`src/rtl/step_ctrl_pkg.sv`:
```
// Shared types and defaults for the step_ctrl clock-enable front end.
package step_ctrl_pkg;

    typedef enum logic {
        MODE_STEP = 1'b0,
        MODE_RUN  = 1'b1
    } mode_e;

    localparam int DEBOUNCE_CYCLES_DEF = 16;
    localparam int CNT_W_DEF           = 16;
    localparam int DIV_W               = 4;

endpackage

```
`src/rtl/debounce_sync.sv`:
```
// Two-flop synchroniser, counter debounce and registered rising-edge strobe
// for one bouncy input.
module debounce_sync
    import step_ctrl_pkg::*;
#(
    parameter int DEBOUNCE_CYCLES = DEBOUNCE_CYCLES_DEF
) (
    input  logic clk,
    input  logic rst_n,
    input  logic raw,
    output logic level,
    output logic rise_pulse
);

    localparam int CW = (DEBOUNCE_CYCLES > 2) ? $clog2(DEBOUNCE_CYCLES) : 1;
    localparam logic [CW-1:0] LAST = CW'(DEBOUNCE_CYCLES - 1);

    logic          sync1;
    logic          sync2;
    logic [CW-1:0] cnt;
    logic          differ;
    logic          accept;

    assign differ = (sync2 != level);
    assign accept = differ && (cnt == LAST);

    // NOTE: every register here uses <= so all flops sample pre-edge values;
    // blocking assignments would collapse the synchroniser into one stage.
    always_ff @(posedge clk or negedge rst_n) begin
        if (!rst_n) begin
            sync1      <= 1'b0;
            sync2      <= 1'b0;
            cnt        <= '0;
            level      <= 1'b0;
            rise_pulse <= 1'b0;
        end else begin
            sync1      <= raw;
            sync2      <= sync1;
            cnt        <= (!differ || accept) ? '0 : cnt + CW'(1);
            level      <= level ^ accept;
            rise_pulse <= accept && !level;
        end
    end

endmodule

```
`src/rtl/step_ctrl.sv`:
```
// CPU clock-enable generator: single-step on debounced button presses or
// free-run at a switch-selected period, with an issued-enable counter.
module step_ctrl
    import step_ctrl_pkg::*;
#(
    parameter int DEBOUNCE_CYCLES = DEBOUNCE_CYCLES_DEF,
    parameter int CNT_W           = CNT_W_DEF
) (
    input  logic             ext_clk,
    input  logic             reset,
    input  logic             btn_raw,
    input  logic             run_mode,
    input  logic [3:0]       run_div,
    input  logic             halt,
    output logic             btn_level,
    output logic             step_pulse,
    output logic             cpu_en,
    output logic [CNT_W-1:0] step_count
);

    logic             mode_s1;
    logic             mode_s2;
    logic [DIV_W-1:0] div_s1;
    logic [DIV_W-1:0] div_s2;

    mode_e            state;
    mode_e            state_next;
    logic [DIV_W-1:0] div_cnt;
    logic [DIV_W-1:0] div_lim;
    logic             tick_q;
    logic             step_d;

    debounce_sync #(
        .DEBOUNCE_CYCLES(DEBOUNCE_CYCLES)
    ) u_btn (
        .clk       (ext_clk),
        .rst_n     (reset),
        .raw       (btn_raw),
        .level     (btn_level),
        .rise_pulse(step_pulse)
    );

    // NOTE: defaults first so every path assigns every output; a missing
    // branch would otherwise infer a latch.
    always_comb begin
        state_next = state;
        cpu_en     = 1'b0;
        case (state)
            MODE_STEP: begin
                if (mode_s2) state_next = MODE_RUN;
                cpu_en = step_d && !halt;
            end
            MODE_RUN: begin
                if (!mode_s2) state_next = MODE_STEP;
                cpu_en = tick_q && !halt;
            end
            default: state_next = MODE_STEP;
        endcase
    end

    always_ff @(posedge ext_clk or negedge reset) begin
        if (!reset) begin
            mode_s1    <= 1'b0;
            mode_s2    <= 1'b0;
            div_s1     <= '0;
            div_s2     <= '0;
            state      <= MODE_STEP;
            div_cnt    <= '0;
            div_lim    <= '0;
            tick_q     <= 1'b0;
            step_d     <= 1'b0;
            step_count <= '0;
        end else begin
            mode_s1 <= run_mode;
            mode_s2 <= mode_s1;
            div_s1  <= run_div;
            div_s2  <= div_s1;
            state   <= state_next;
            step_d  <= step_pulse;

            // The period limit is only reloaded at a wrap or while idle, so a
            // switch change never truncates a period in progress.
            if (state != state_next || state == MODE_STEP) begin
                div_cnt <= '0;
                div_lim <= div_s2;
            end else if (div_cnt == div_lim) begin
                div_cnt <= '0;
                div_lim <= div_s2;
            end else begin
                div_cnt <= div_cnt + DIV_W'(1);
            end

            tick_q <= (state == MODE_RUN) && (div_cnt == '0);

            if (cpu_en) step_count <= step_count + CNT_W'(1);
        end
    end

endmodule

```
`config.mk`:
```
export PLATFORM = sky130hd
export DESIGN_NAME = step_ctrl
export DESIGN_NICKNAME = d
export VERILOG_FILES = /design/src/rtl/step_ctrl_pkg.sv /design/src/rtl/debounce_sync.sv /design/src/rtl/step_ctrl.sv
export SDC_FILE = /design/constraint.sdc
export NUM_CORES = 1
export LEC_CHECK = 0
export CAP_MARGIN = 15
export CORE_MARGIN = 2
export CORE_UTILIZATION = 45
export CTS_CLUSTER_SIZE = 8
export DETAILED_ROUTE_END_ITERATION = 12
export HOLD_SLACK_MARGIN = 0.06
export PLACE_DENSITY = 0.7
export REMOVE_ABC_BUFFERS = 1
export SLEW_MARGIN = 15
export SYNTH_ARGS = -nofsm -noshare
export SYNTH_HDL_FRONTEND = slang
export SYNTH_SLANG_ARGS = --single-unit
```
`constraint.sdc`:
```
create_clock -name ext_clk -period 1.8 [get_ports ext_clk]
set_input_delay 0.27 -clock ext_clk [delete_from_list [all_inputs] [get_ports ext_clk]]
set_output_delay 0.27 -clock ext_clk [all_outputs]
set_load 0.02 [all_outputs]
```
# Yosys cells after proc, flatten, opt, wreduce, memory -nomap -nowiden
# Index checks and enable logic that the tools add are counted.
[op_classes] eq_ne=4 n_mux=7 reduce_logical=12 n_addsub=3 n_bitwise=2
[ops] op="$mux W4" count=5
[ops] op="$add A16 B1 Y16 const B" count=1
[ops] op="$add A4 B1 Y4 const B" count=2
[ops] op="$logic_and A1 B1 Y1" count=5
[ops] op="$eq A4 B4 Y1" count=1
[ops] op="$eq A4 B4 Y1 const B" count=1
[ops] op="$logic_not A4 Y1" count=1
[ops] op="$logic_not A1 Y1" count=3
[ops] op="$logic_or A1 B1 Y1" count=2
[ops] op="$ne A1 B1 Y1" count=2
[ops] op="$pmux W1 S2" count=1
[ops] op="$reduce_bool A2 Y1" count=1
[ops] op="$mux W1" count=1
[ops] op="$not A1 Y1" count=1
[ops] op="$xor A1 B1 Y1" count=1
[word_totals] reg_bits=45 output_inout_bits=19 elab_cells=43 inputBits=9

# Longest topological paths before layout
# Gate-level depths: netlist (run 1).
[logic_depth] depth_word=4 depth_mapped=4 mapped_depth_nobuf=4

# Cells and area by module
# A second synthesis (run 1) with hierarchy kept.
[hier_totals] cells_unflattened=123 area_unflattened_um2=1752.9
[by_module_without_submodules] module="step_ctrl" area_per_inst_um2=1436.4 n_inst=1 cells_each=101 seq_area_each_um2=925.9
[by_module_without_submodules] module="debounce_sync" area_per_inst_um2=316.6 n_inst=1 cells_each=22 seq_area_each_um2=200.2

# Worst setup path before layout (run 1)
# No wires, ideal clock.
[synth_timing] path_kind="reg2reg" from="register state" to="register step_count[1]" t_required_ns=1.675 arrival_time_ns=1.408 path_buffers=0 setup_time_ns=0.125 slack_ns=0.268 stages_incl_launch_ff=4 path_cell_list="dfrtp_1 > mux2i_2 > nor2_1 > mux2_2"
[synth_via] elab_chain_len=2
[synth_lines] element="start: declaration" line_no="step_ctrl.sv:26" text="mode_e state;"
[synth_lines] element="start signal: assignment" line_no="step_ctrl.sv:78" text="state <= state_next;"
[synth_lines] element="$not A1 Y1" line_no="step_ctrl.sv:48" text="case (state)"
[synth_lines] element="$pmux W1 S2 *" line_no="step_ctrl.sv:48"
[synth_lines] element="via cpu_en" line_no="step_ctrl.sv:17" text="output logic cpu_en,"
[synth_lines] element="end signal: assignment" line_no="step_ctrl.sv:95" text="if (cpu_en) step_count <= step_count + CNT_W'(1);"
[synth_lines] element="end: declaration" line_no="step_ctrl.sv:18" text="output logic [CNT_W-1:0] step_count"
# The timed path passes the listed nets; every way through them passes the cells marked *.
# A chain may end at the register's enable or synchronous reset.

# Final worst setup path (run 1)
[layout_timing] from="register step_count[4]" to="output port step_count[4]"
# No word-level cell between the ends.

==> qor.yml, run 1 <==
status: "complete, no violations"
fill_cells: 298
layout.area.seq_mm2: 0.00113
max_slew_margin_pct: 72.4
synth_top_flop_cell: "dfrtp_1"
setup_violations: 0
worstSkewPairLatency_ns: 0.30
slowest_delay_ns: 0.65
start_util_pct: 47.2
synth_area_per_cell_um2: 14.0
grt_overflow: 0
critPathRequiredTime_ns: 1.53
slew_viol_final: 0
dp.cells: 203
grt_max_degree: 20
avgViaCountPerCell: 4.99
clk_path_buf_depth: 2
die_h_um: 66.2
path_clk_slew_ns: 0.08
drc: 0
crit_fanout: 7
wirelength_mm: 2.85
p_total_mw: 2.14
clock_skew_ns: 0.00582
synth_largest_area_cell: "dfrtp_1"
num_rows: 22
max_freq_mhz: 591
synth_edf_count: 0
dp_slack_ns: -0.00972
tightestPinTransition_ns: 0.414
crit_slowest_cell: "clkdlybuf4s50_1"
peakVddDrop_v: 0.000562
postCtsSetupBuffers: 0
fp.coreArea_mm2: 0.00369
critPathKind: "register to output port"
finalWeightedCongestion: 0.739
hold_path.class: "register to register"
max_cap_viol_count: 0
antennaDiodeCount: 0
critPathLaunchType: "register"
drt_pass1_iterations: 4
synth.area.top_cells: "dfrtp_1 (65%), xnor2_1 (9.6%), ha_1 (2.9%)"
worstPathArrival_ns: 1.42
yosysWarnings: 0
grt.total_usage_pct: 15.6
syn_area_mm2: 0.00174
hpwlAfterDp_mm: 2.17
rsz0062_at_grt: "no"
cts_tree: "yes"
regToRegSetupSlack_ns: 0.28
die_w_um: 66.2
path_cells: "clkdlybuf4s50_1"
finalCritPeriodShare_pct: 93.9
fin_crit_ns: 1.69
vias: 1058
crit_buf_inv: 1
areaGrowthSynthToFinish_pct: 25.9
grt_antenna_before_repair: 0
die_area_mm2: 0.00438
stdcell_count: 212
hold-worst-slack_ns: 0.354
first_iter_violations: 57
cts-root-buf: "clkbuf_8"
power.leakage_nw: 0.964
wl_per_cell_um: 13.4
cp_top_family: "buffers and inverters"
hold_viol_final: 0
cts_sinks: 45
end_kind: "output port"
netlist-cell-type-count: 24
power_density_mw_per_mm2: 978
drive_gt1_share_pct: 11.6
htreeDepth: 2
ys_async_sr_fraction_pct: 100
layout.nets: 176
yosys_register_bits: 45
finalWorstSetupSlack_ns: 0.109
io_pins: 28
ant_nets: 0
grt_pass1_vias: 1129
grt_pass1_wl_mm: 5.02
ys_seq_area_share_pct: 64.7
syn_inst: 124
place.port_buffers: 27
cts_buffers: 5
yosysTopAreaCellShare_pct: 64.7
multi_input_area_um2: 602
final_util_pct: 59.4
-- final timing paths --
kind / cells past startpoint / end / from
worst min-delay path: 0 / div_s2[0] / div_s1[0]
worst max register to register: 5 / step_count[11] / state
min in group asynchronous: 2 / div_s1[0] / reset
worst min register to register: 0 / div_s2[0] / div_s1[0]
worst max-delay path: 1 / step_count[4] / step_count[4]
max in group asynchronous: 3 / div_cnt[3] / reset
-- power by group --
group / total [mW] / switching (mW) / internal [mW]
sequential: 1.17 / 0.0804 / 1.09
combinational: 0.374 / 0.193 / 0.181
clock: 0.596 / 0.329 / 0.268
total: 2.14 / 0.602 / 1.54
-- layer usage --
metal  share of wire, %  wire (um)  vias up  global-route usage (%)
li1                   -          -      503                       -
met1                 43       1210      533                    17.8
met2                 52       1480       16                    25.8
met3                3.8        107        6                    5.96
met4                1.8         50        0                    6.89
met5                  0          0        -                       0
-- area by class of cell --
| type | count | area share (%) |
|---|---|---|
| Inverter | 3 | 0.514 |
| Timing Repair Buffer | 32 | 13.9 |
| Multi-Input combinational cell | 76 | 27.5 |
| Clock buffer | 5 | 3.14 |
| Clock inverter | 3 | 0.800 |
| Tap cell | 48 | 2.74 |
| Sequential cell | 45 | 51.4 |
-- logic make-up (layout without fill, tap and decap cells) --
kind of cell | after synthesis | in the layout | share of synthesized area [%]
buf+inv | 3 | 43 | 0.647
mux | 7 | 7 | 4.68
simple gates | 40 | 40 | 14.0
compound gates | 1 | 1 | 0.936
flops | 45 | 45 | 64.7
xor+xnor | 24 | 24 | 12.1
fa+ha+maj | 4 | 4 | 2.88
-- sequential cells by signal, summed over array words and instances, names as in the netlist, named ones only --
register          cells
div_cnt               4
tick_q                1
u_btn.cnt             4
state                 1
u_btn.rise_pulse      1
mode_s1               1
mode_s2               1
step_count           16
u_btn.sync1           1
step_d                1
div_s1                4
div_lim               4
u_btn.sync2           1
div_s2                4
-- cells in the final DEF, fill, tap and decap left out, types with 5 or more instances in the layout --
master	count
dfrtp_1	45
clkdlybuf4s50_1	25
xnor2_1	19
nand3_1	8
nand4_1	6
nor2_1	5
nand2_1	5
xor2_1	5
clkbuf_8	5
-- timing repair --
action / 4_1_cts / 5_1_grt
resized for setup: 1 / 0
endpoints found under the hold margin: 17 / 0
hold buffers: 1 / 0
endpoints found under the setup margin: 1 / 0
-- per-stage QoR --
step | TNS [ns] | instance area [um2]
4_1_cts | 0 | 2190
2_1_floorplan | 0 | 1740
3_5_place_dp | -0.00972 | 2090
5_1_grt | 0 | 2190
3_3_place_gp | 0 | 2090
6_report | 0 | 2190
-- synthesized netlist by cell type (2+ instances only) --
library cell	instances
dfrtp_1	45
xnor2_1	19
nand3_1	8
nand4_1	6
nand2_1	5
nor2_1	5
xor2_1	5
and2_1	4
ha_1	4
mux2_1	4
inv_1	3
and3_1	2
and4_1	2
mux2_2	2
Power figures use the tool's default switching activity.
==> inputs of run 2 (changes only) <==
--- a/config.mk
+++ b/config.mk
@@ -7,11 +7,11 @@
 export LEC_CHECK = 0
 export CAP_MARGIN = 15
 export CORE_MARGIN = 2
-export CORE_UTILIZATION = 45
+export CORE_UTILIZATION = 30
 export CTS_CLUSTER_SIZE = 8
 export DETAILED_ROUTE_END_ITERATION = 12
 export HOLD_SLACK_MARGIN = 0.06
-export PLACE_DENSITY = 0.7
+export PLACE_DENSITY = 0.51
 export REMOVE_ABC_BUFFERS = 1
 export SLEW_MARGIN = 15
 export SYNTH_ARGS = -nofsm -noshare
==> run 2 against run 1 <==
Routed wire length increased by 1.7%. Utilization decreased by 19 points. First-iteration DRC count decreased by 68%. Sequential share of layout area decreased by 1.4 points. Largest cell class unchanged.
==> qor.yml, run 2 (same netlist as run 1, synthesis figures left out) <==
max_freq_mhz: 586  # -0.92%
slew_viol_final: 0  # unchanged
rsz0062_at_grt: "no"
end_kind: "output port"
critPathRequiredTime_ns: 1.53  # about the same
first_iter_violations: 18  # -68%
p_total_mw: 2.31  # +7.9%
wl_per_cell_um: 12.3  # -8.6%
finalWeightedCongestion: 0.722  # -2.3%
setup_tns_ns: 0  # unchanged
tightestPinTransition_ns: 0.499  # +0.0855 ns
grt_pass1_wl_mm: 5.15  # +2.6%
worstSkewPairLatency_ns: 0.29  # about the same
areaGrowthSynthToFinish_pct: 29.4
largest_reg_flops: 16  # unchanged
mostFrequentLayoutCells: "dfrtp_1 (45), clkdlybuf4s50_1 (25), xnor2_1 (19), nand3_1 (8)"
grtUsageMet2_pct: 17.1  # -8.7 points
multi_input_area_um2: 602  # unchanged
max_slew_margin_pct: 66.7  # -5.7 points
avgViaCountPerCell: 4.44  # -11%
peakVddDrop_v: 0.000442  # -21%
fp.coreArea_mm2: 0.00554  # +50%
finalCritPeriodShare_pct: 94.8  # +0.88 points
fin_crit_ns: 1.71  # +0.0158 ns
die_area_mm2: 0.00642  # +47%
power_density_mw_per_mm2: 1030  # +5.0%
htreeDepth: 2  # unchanged
final_common_cell: "dfrtp_1"
hold_viol_final: 0  # unchanged
clk_path_buf_depth: 2  # unchanged
regMostFlops: "step_count"
critPathKind: "register to output port"
die_h_um: 80.1  # +21%
grt.total_usage_pct: 10.5  # -5.0 points
cp_top_family: "buffers and inverters"
place.port_buffers: 27  # unchanged
cts_buffers: 5  # unchanged
cts_sinks: 45  # unchanged
num_rows: 27  # +23%
grt-busiest-layer: "met2"
die_w_um: 80.1  # +21%
setup_violations: 0  # unchanged
power.leakage_nw: 0.978  # +1.5%
layout.area.seq_mm2: 0.00113  # unchanged
wirelength_mm: 2.90  # +1.7%
grt_pass1_vias: 1135  # +0.53%
start_util_pct: 31.4  # -16 points
drt_pass1_iterations: 4  # unchanged
crit_buf_inv: 1  # unchanged
drive_gt1_share_pct: 11.0  # -0.61 points
antennaDiodeCount: 0  # unchanged
vias: 1049  # -0.85%
hold_path.class: "register to register"
path_cells: "clkdlybuf4s50_1"
worstPathArrival_ns: 1.44  # +0.02 ns
clock_skew_ns: 0.00623  # +0.000415 ns
cts_tree: "yes"
status: "complete, no violations"
max_cap_viol_count: 0  # unchanged
cts-root-buf: "clkbuf_8"
hpwlAfterDp_mm: 2.09  # -4.0%
crit_fanout: 7  # unchanged
ant_nets: 0  # unchanged
slowest_delay_ns: 0.66  # about the same
drc: 0  # unchanged
gr-usage-met3_pct: 3.37  # -2.6 points
grt_antenna_before_repair: 0  # unchanged
crit_slowest_cell: "clkdlybuf4s50_1"
grt_max_degree: 24  # +20%
hold-worst-slack_ns: 0.350  # -0.00424 ns
fill_cells: 543  # +82%
io_pins: 28  # unchanged
critPathLaunchType: "register"
grt_overflow: 0  # unchanged
path_clk_slew_ns: 0.08  # about the same
layout.nets: 176  # unchanged
global_route.usage.met1_pct: 12.7  # -5.2 points
run 2: cell count changes in the layout (fill, tap and decap cells not counted):
cell        previous run  this run
clkbuf_8               5         6
bufinv_16              0         1
clkbuf_1               0         1
clkinv_2               2         0
clkinvlp_4             1         0
run 2: layer usage:
metal  routed length (um)  share of wire [%]  vias to the layer above
met1                 1290                 45                      528
met3                  121                4.2                        5
met5                    0                  0                        -
met4                   63                2.2                        0
li1                     -                  -                      500
met2                 1420                 49                       16
run 2: area by class of cell:
type / instances / share of cell area (%)
clock buffer: 7 / 3.84
clock inverter: 1 / 1.33
inverter: 3 / 0.501
multi-input combinational: 76 / 26.8
sequential: 45 / 50.1
tap: 72 / 4.00
timing repair buffer: 32 / 13.5
run 2: per-stage QoR:
stage | cell area, um2 | std cells | setup slack, ns | util (%)
after floorplan | 1740 | 124 | 0.268 | -
after global placement | 2120 | 227 | -0.0145 | 38.3
after detailed placement | 2120 | 227 | -0.00376 | 38.3
after CTS | 2250 | 236 | 0.0810 | 40.6
after global routing | 2250 | 236 | 0.0344 | 40.6
final | 2250 | 236 | 0.0934 | 40.6
run 2: path summary, 6_finish.rpt:
path                                    start              to  slack, ns  cells past startpoint
worst min-delay path                div_s1[0]       div_s2[0]       0.35                      0
worst max register to register          state  step_count[13]       0.29                      5
worst max-delay path            step_count[4]   step_count[4]       0.09                      1
worst min register to register      div_s1[0]       div_s2[0]       0.35                      0
max in group asynchronous               reset       div_s2[1]       0.78                      3
min in group asynchronous               reset          tick_q       0.47                      2
run 2: repair_timing:
action | CTS | global route
endpoints found under the setup margin | 1 | 0
endpoints found under the hold margin | 21 | 0
resized for setup | 1 | 0
hold buffers | 1 | 0
buffers inserted | 0 | 0
run 2: power by group:
part | switching [mW] | internal [mW] | total, mW | leakage [nW]
Sequential | 0.0860 | 1.09 | 1.18 | 0.577
Combinational | 0.189 | 0.179 | 0.369 | 0.343
Clock | 0.313 | 0.452 | 0.765 | 0.0585
Total | 0.588 | 1.72 | 2.31 | 0.978
run 2: worst register-to-register path: stages, from the launching register on:
cell	delay, ns
dfrtp_1	0.42
mux2i_2	0.18
buf_4	0.16
nor4_4	0.36
nand3_1	0.15
xnor2_1	0.14
==> inputs of run 3 (changes only) <==
--- a/config.mk
+++ b/config.mk
@@ -7,11 +7,11 @@
 export LEC_CHECK = 0
 export CAP_MARGIN = 15
 export CORE_MARGIN = 2
-export CORE_UTILIZATION = 30
+export CORE_UTILIZATION = 56
 export CTS_CLUSTER_SIZE = 8
 export DETAILED_ROUTE_END_ITERATION = 12
 export HOLD_SLACK_MARGIN = 0.06
-export PLACE_DENSITY = 0.51
+export PLACE_DENSITY = 0.84
 export REMOVE_ABC_BUFFERS = 1
 export SLEW_MARGIN = 15
 export SYNTH_ARGS = -nofsm -noshare
==> constraint.sdc (replaced) <==
create_clock -name ext_clk -period 2.2 [get_ports ext_clk]
set_input_delay 0.33 -clock ext_clk [delete_from_list [all_inputs] [get_ports ext_clk]]
set_output_delay 0.33 -clock ext_clk [all_outputs]
set_load 0.02 [all_outputs]
==> run 3 against run 2 <==
Combinational power is 20% lower. Die area is 44% lower. Count of clock-buffer cells in the layout is 2 lower. Via count down 1.1%. Non-clock buffer count decreased by 4. Clock skew about the same. Utilization grew 30 points. Highest routed layer unchanged. Sequential cell count is the same. Global-route usage is 7.1 points higher. Register-to-register slack improved by 0.45 ns. Largest power group unchanged. Critical path depth grew 2.
==> qor.yml, run 3 (same netlist as run 1, synthesis figures left out) <==
htreeDepth: 2  # unchanged
hold_viol_final: 0  # unchanged
rsz0062_at_grt: "no"
areaGrowthSynthToFinish_pct: 22.1
critPathKind: "register to output port"
setup_violations: 0  # unchanged
power.leakage_nw: 0.936  # -4.4%
tightestPinTransition_ns: 0.910  # +0.411 ns
max_slew_margin_pct: 39.3  # -27 points
clk_path_buf_depth: 2  # unchanged
status: "complete, no violations"
critPathRequiredTime_ns: 1.87  # +0.34 ns
grt_max_degree: 46  # +92%
die_area_mm2: 0.00357  # -44%
clock_skew_ns: 0.00641  # +0.000183 ns
end_kind: "output port"
wl_per_cell_um: 13.6  # +11%
vias: 1037  # -1.1%
drt_pass1_iterations: 4  # unchanged
finalWeightedCongestion: 0.793  # +9.8%
avgViaCountPerCell: 5.37  # +21%
grt.total_usage_pct: 17.6  # +7.1 points
grt_overflow: 0  # unchanged
first_iter_violations: 23  # +5
antennaDiodeCount: 0  # unchanged
start_util_pct: 57.9  # +27 points
slew_viol_final: 0  # unchanged
fp.coreArea_mm2: 0.00300  # -46%
finalCritPeriodShare_pct: 87.6
max_cap_viol_count: 0  # unchanged
mostFrequentLayoutCells: "dfrtp_1 (45), clkdlybuf4s50_1 (25), xnor2_1 (19), nand3_1 (8), nand4_1 (6)"
io_pins: 28  # unchanged
worstPathArrival_ns: 1.60  # +0.16 ns
crit_fanout: 5  # -2
num_rows: 20  # -26%
die_w_um: 59.7  # -25%
cts-root-buf: "clkbuf_4"
largest_reg_flops: 16  # unchanged
peakVddDrop_v: 0.000574  # +30%
place.port_buffers: 27  # unchanged
max_freq_mhz: 519
critPathLaunchType: "register"
die_h_um: 59.7  # -25%
regMostFlops: "step_count"
hold_path.class: "primary input to asynchronous set/reset pin"
postCtsSetupBuffers: 0  # unchanged
cts_sinks: 45  # unchanged
wirelength_mm: 2.63  # -9.2%
path_clk_slew_ns: 0.13  # +0.05 ns
fill_cells: 215  # -60%
holdBufCountCts: 0  # -1
grt_pass1_wl_mm: 4.46  # -13%
ant_nets: 0  # unchanged
drc: 0  # unchanged
p_total_mw: 1.67  # -28%
cts_buffers: 5  # unchanged
drive_gt1_share_pct: 10.0  # -0.98 points
setup_tns_ns: 0  # unchanged
hpwlAfterDp_mm: 1.88  # -9.9%
layout.nets: 172  # -2.3%
grt_pass1_vias: 1000  # -12%
grt_antenna_before_repair: 0  # unchanged
fin_crit_ns: 1.93
cts_tree: "yes"
power_density_mw_per_mm2: 784  # -24%
worstSkewPairLatency_ns: 0.36  # +0.07 ns
final_common_cell: "dfrtp_1"
-- run 3: final timing paths --
path	start	to	slack [ns]	cells past startpoint
setup / recovery	state	cpu_en	0.27	3
setup reg to reg	div_cnt[2]	div_lim[2]	0.74	3
hold / removal	reset	div_cnt[2]	0.08	1
min in group ext_clk	div_s1[2]	div_s2[2]	0.37	0
max in group asynchronous	reset	div_cnt[1]	1.55	1
hold reg to reg	div_s1[2]	div_s2[2]	0.37	0
-- run 3: where the power goes --
part           internal (mW)  switching (mW)  leakage [nW]
clock network          0.133           0.274        0.0322
logic                  0.142           0.153         0.326
registers              0.893          0.0700         0.577
total                   1.17           0.497         0.936
-- run 3: timing repair --
item | 4_1_cts | 5_1_grt
endpoints found under the setup margin | 1 | 0
resized for setup | 2 | 0
hold endpoints to repair | 0 | 0
-- run 3: through the flow --
step / hold WS (ns) / worst slack [ns] / instances / util (%) / cell area, um2
4_1_cts: 0.114 / 0.253 / 193 / 70.7 / 2120
3_5_place_dp: 0.337 / 0.271 / 185 / 68.4 / 2050
5_1_grt: 0.132 / 0.186 / 193 / 70.7 / 2120
6_report: 0.0829 / 0.273 / 193 / 70.7 / 2120
3_3_place_gp: 0.332 / 0.348 / 185 / 68.4 / 2050
2_1_floorplan: 0.0344 / 0.668 / 124 / - / 1740
-- run 3: cell type report --
type                       instances  area [um2]  share of cell area [%]
clock buffer                       5        37.5                    1.77
clock inverter                     3        25.0                    1.18
inverter                           3        11.3                   0.530
multi-input combinational         76         611                    28.8
sequential                        45        1130                    53.0
tap                               33        41.3                    1.94
timing repair buffer              28         272                    12.8
-- run 3: critical path, cell delays in order (launching register included) --
cell	delay (ns)
dfrtp_1	0.46
mux2i_4	0.35
nor2_1	0.10
dlygate4sd2_1	0.34
-- run 3: metal layers --
| layer | vias to the layer above | track usage (%) | part of all wire [%] |
|---|---|---|---|
| met1 | 503 | 21.6 | 42 |
| met5 | - | 0 | 0 |
| met2 | 32 | 28.4 | 51 |
| met4 | 0 | 6.03 | 1.1 |
| li1 | 498 | - | - |
| met3 | 4 | 7.14 | 5.4 |
